`config.mk`:
```
export PLATFORM = sky130hd
export DESIGN_NAME = solve_dispatch
export DESIGN_NICKNAME = d
export VERILOG_FILES = /design/src/rtl/solve_dispatch.sv
export SDC_FILE = /design/constraint.sdc
export NUM_CORES = 1
export LEC_CHECK = 0
export BUFFER_PORTS_ARGS = -buffer_cell sky130_fd_sc_hd__buf_2
export CELL_PAD_IN_SITES_DETAIL_PLACEMENT = 1
export CELL_PAD_IN_SITES_GLOBAL_PLACEMENT = 1
export CORE_UTILIZATION = 44
export CTS_CLUSTER_DIAMETER = 200
export CTS_CLUSTER_SIZE = 28
export DETAILED_ROUTE_END_ITERATION = 7
export HOLD_SLACK_MARGIN = 0.12
export PLACE_DENSITY_LB_ADDON = 0.1
export RECOVER_POWER = 100
export SETUP_SLACK_MARGIN = 0.15
export SYNTH_ARGS = -nofsm -noshare
export SYNTH_HDL_FRONTEND = slang
export SYNTH_SLANG_ARGS = --single-unit
```
`constraint.sdc`:
```
create_clock -name clock -period 2.65 [get_ports clock]
set_input_delay 0 -clock clock [delete_from_list [all_inputs] [get_ports clock]]
set_output_delay 0 -clock clock [all_outputs]
set_load 0.03 [all_outputs]
```
`src/rtl/solve_dispatch.sv`:
```
// solve_dispatch: buffers (x, a, b, c) operand tuples in a small FIFO and
// issues them one at a time to the quadratic solver using its
// enable/ready/valid handshake. It also reports dropped pushes and counts
// completed operations.
module solve_dispatch #(
    parameter int DEPTH = 4,
    parameter int AW    = 2
) (
    input  logic               clock,
    input  logic               reset,
    input  logic signed [7:0]  in_x,
    input  logic signed [15:0] in_a,
    input  logic signed [15:0] in_b,
    input  logic signed [15:0] in_c,
    input  logic               in_push,
    output logic               in_full,
    output logic signed [7:0]  s_x,
    output logic signed [15:0] s_a,
    output logic signed [15:0] s_b,
    output logic signed [15:0] s_c,
    output logic               s_enable,
    input  logic               s_ready,
    input  logic               s_valid,
    output logic               busy,
    output logic [AW:0]        level,
    output logic               drop_err,
    output logic [15:0]        issued
);

    typedef enum logic [1:0] {IDLE, ISSUE, WAIT_VALID, WAIT_READY} state_t;

    localparam logic [AW:0]   FULL_LVL = (AW+1)'(DEPTH);
    localparam logic [AW:0]   LVL_ONE  = (AW+1)'(1);
    localparam logic [AW-1:0] PTR_ONE  = AW'(1);

    state_t        state, next_state;
    logic [55:0]   mem [DEPTH];
    logic [55:0]   head;
    logic [AW-1:0] wptr, rptr;
    logic          pop, push_ok, drop;

    // Pop only from IDLE. The level used here is the registered one, so an
    // entry pushed this cycle into an empty FIFO can be popped next cycle at
    // the earliest. A push into a full FIFO is accepted only when a pop
    // frees a slot on the same edge.
    assign pop     = (state == IDLE) && (level != '0) && s_ready;
    assign push_ok = in_push && ((level != FULL_LVL) || pop);
    assign drop    = in_push && !push_ok;
    assign head    = mem[rptr];
    assign in_full = (level == FULL_LVL);
    assign busy    = (state != IDLE);

    // Storage array: data only, so it has no reset. A reset discards its
    // contents by clearing the pointers and the level.
    always_ff @(posedge clock) begin
        if (push_ok) begin
            mem[wptr] <= {in_x, in_a, in_b, in_c};
        end
    end

    // FIFO pointers, occupancy and sticky drop flag
    always_ff @(posedge clock) begin
        if (reset) begin
            wptr     <= '0;
            rptr     <= '0;
            level    <= '0;
            drop_err <= 1'b0;
        end else begin
            if (push_ok) wptr <= wptr + PTR_ONE;
            if (pop)     rptr <= rptr + PTR_ONE;
            case ({push_ok, pop})
                2'b10:   level <= level + LVL_ONE;
                2'b01:   level <= level - LVL_ONE;
                default: level <= level;
            endcase
            if (drop) drop_err <= 1'b1;
        end
    end

    // State register, registered enable pulse and completion counter
    always_ff @(posedge clock) begin
        if (reset) begin
            state    <= IDLE;
            s_enable <= 1'b0;
            issued   <= '0;
        end else begin
            state    <= next_state;
            s_enable <= (next_state == ISSUE);
            if ((state == WAIT_VALID) && s_valid) issued <= issued + 16'd1;
        end
    end

    // Operand registers: loaded only on a pop, then held for the whole operation
    always_ff @(posedge clock) begin
        if (reset) begin
            s_x <= '0;
            s_a <= '0;
            s_b <= '0;
            s_c <= '0;
        end else if (pop) begin
            s_x <= head[55:48];
            s_a <= head[47:32];
            s_b <= head[31:16];
            s_c <= head[15:0];
        end
    end

    // Next-state decode of the issue handshake
    always_comb begin
        next_state = state;
        case (state)
            IDLE:       if (pop)     next_state = ISSUE;
            ISSUE:                   next_state = WAIT_VALID;
            WAIT_VALID: if (s_valid) next_state = WAIT_READY;
            WAIT_READY: if (s_ready) next_state = IDLE;
            default:                 next_state = IDLE;
        endcase
    end

endmodule

```
==> metrics.yaml <==
timing:
  setup_tns_ps: 0
  fmax_mhz: 416
  skew_ps: 16.8
  final-hold-violation-count: 0
  rsz0062_at_grt: "no"
  fin_crit_ps: 2400
  relSlewSlack_pct: 1.32
  fin_crit_sh_pct: 90.6
  tightest_slew_ps: 1480
  setup-violations-final: 0
  maxSlewViolCount: 0
  whs_ps: 295
logic_synthesis:
  netlist_instances: 693
  yosys.cell_types.count: 46
  synth-warning-count: 0
  synth.net_count: 760
  avgSynthCellArea_sq_um: 16.4
  netlist_area_sq_um: 11400
  seq_area_frac_synth_pct: 73.7
  synth-edff-count: 224
  ys_ff_latch: 307
  synthArstFlopShare_pct: 0
  synth_ff_type: "edfxtp_1"
setup_path:
  worst_r2r_path_depth: 4
  crit_path_max_fanout: 22
  timing.rr.end: "mem[2][16]$_DFFE_PP_"
  r2r_start: "state[0]$_SDFF_PP0_"
  critPathKind: "reg -> reg"
  reg2reg_slack_ps: 250
  critPathLaunchType: "flop"
  worst_setup_path_end_kind: "flop"
  worstPathArrival_ps: 2610
  required_ps: 2860
finish:
  layout_commonest_cell: "edfxtp_1"
  most-common-layout-cells: "edfxtp_1 (224), clkbuf_1 (144), nand2_1 (118), dfxtp_1 (80), a21oi_1 (64)"
  antenna_cells: 0
  final.fill_count: 2525
  nets: 956
  drive_gt1_share_pct: 11.6
  syn2layout_area_growth_pct: 17.5
cts:
  clock-root-buffer: "clkbuf_16"
  cts.sinks: 307
  cts_setup_buffers: 0
  numCtsBuffers: 14
  htreeDepth: 1
  path_clk_slew_ps: 110
  cts_tree: "built"
  cts_buffer_depth: 3
  insertion_delay_ps: 500
floorplan:
  num_rows: 58
  design.die.area_sq_um: 26500
  ioPinCount: 140
  core_region_area_sq_um: 25300
  die_w_um: 163
  start_util_pct: 45.1
  dieHeight_um: 163
global_routing:
  track_usage_pct: 19.4
  grt_pass1_vias: 7045
  met3_usage_pct: 2.11
  grt_max_degree: 66
  grt.overflow.total: 0
  met2_usage_pct: 33.9
  antenna_found_initial: 0
  gr-max-usage-layer: "met2"
  grt_pass1_wl_um: 39200
  met1_usage_pct: 25.9
hold_path:
  holdPathStages: 2
  min_to: "mem[3][9]$_DFFE_PP_"
  hold_class: "in -> reg"
  hp-start: "in_c[9]"
drt:
  ant_nets: 0
  dr.pass1.iters: 4
  post-route-drc-count: 0
  drt_iter0_markers: 498
  avgRoutedWirePerCell_um: 20.2
  wirelength_um: 24800
  via_count: 6588
  via_per_inst: 5.37
pwr:
  p_per_area_nw_per_um2: 720
  cellLeakagePower_nw: 4.17
  vdd_drop_max_uv: 484
placed_design:
  routabilityCongestion: 0.790
  dpl.hpwl_um: 15600
  io_buffers: 139
run:
  drv_cap: 0
run_status:
  outcome: "finished clean"
## registers in the layout, summed over array words and instances, names as in the netlist
name	flops
s_a	16
wptr	2
mem	224
s_b	16
s_enable	1
issued	16
drop_err	1
rptr	2
level	3
s_x	8
state	2
s_c	16
## cell usage after synthesis (3+ instances only)
master,n,share of area [%]
edfxtp_1,224,59
xnor2_1,10,0.77
ha_1,5,0.55
nand2_1,118,3.9
o221ai_1,3,0.23
nand4_1,4,0.22
dfxtp_1,83,15
nor4_1,4,0.22
nand3_1,5,0.22
and2_1,5,0.27
inv_1,9,0.30
mux2i_1,3,0.26
buf_2,13,0.57
a21oi_1,64,2.8
nor3_1,5,0.22
xor2_1,4,0.31
clkbuf_1,16,0.53
o21ai_0,4,0.18
buf_4,4,0.26
nor2_1,19,0.63
or3_1,5,0.27
a31oi_1,4,0.22
mux4_2,56,11
## how the worst max path moves through the flow
stage	endpoint	slack, ps	from
floorplan	level[2]$_SDFFE_PP0P_	230	state[1]$_SDFF_PP0_
global placement	level[2]$_SDFFE_PP0P_	390	state[1]$_SDFF_PP0_
detailed placement	level[2]$_SDFFE_PP0P_	290	state[1]$_SDFF_PP0_
CTS	state[0]$_SDFF_PP0_	220	state[1]$_SDFF_PP0_
global route	s_a[2]$_SDFFE_PP0P_	90	rptr[0]$_SDFFE_PP0P_
finish	mem[2][16]$_DFFE_PP_	250	state[0]$_SDFF_PP0_
## cells by family after synthesis
| group | share of synthesized area (%) |
|---|---|
| buf+inv | 1.82 |
| simple gates | 7.38 |
| fa+ha+maj | 0.726 |
| flops | 73.7 |
| mux | 11.4 |
| xor+xnor | 1.08 |
| compound gates | 3.85 |
## cell type report
cell class | instances | area, sq um | area share [%]
well taps | 330 | 413 | 3.09
multi-input cells | 341 | 2780 | 20.8
clock buffers | 24 | 409 | 3.06
flip-flops and latches | 307 | 8390 | 62.8
repair buffers | 216 | 1340 | 10.0
inverters | 9 | 33.8 | 0.253
## routing by layer
layer / vias to the layer above / part of all wire (%) / wire [um]
met5: - / 0 / 0
met4: 0 / 1.9 / 459
met3: 37 / 3.8 / 942
met2: 157 / 50 / 12500
met1: 3402 / 44 / 10900
li1: 2992 / - / -
## power by group
part / leakage, nW / total [mW] / switching [mW] / internal (mW)
clock network: 0.195 / 2.47 / 1.40 / 1.07
logic: 1.24 / 1.51 / 0.919 / 0.592
registers: 2.73 / 5.65 / 0.175 / 5.48
## stage by stage
step | util, % | setup slack, ps | cells | cell area, sq um | power, mW
2_1_floorplan | - | 232 | 693 | 11400 | 6.76
3_3_place_gp | 49.8 | 389 | 1141 | 12600 | 7.24
3_5_place_dp | 49.8 | 286 | 1141 | 12600 | 7.30
4_1_cts | 53.9 | 224 | 1227 | 13600 | 9.84
5_1_grt | 53.0 | 92.2 | 1227 | 13400 | 10.1
6_report | 53.0 | 248 | 1227 | 13400 | 9.63
## worst max-delay path: stages, from the launching register on
cell and delay (ps):
dfxtp_1 410, or3b_4 450, a31oi_4 320, and2_2 660
buf_12 260
## timing repair
item / CTS / global route
hold buffers: 62 / 0
gates resized for setup: 0 / 1
endpoints found under the setup margin: 0 / 2
hold endpoints to repair: 285 / 0
Note: power is estimated with default switching activity, not from simulation.
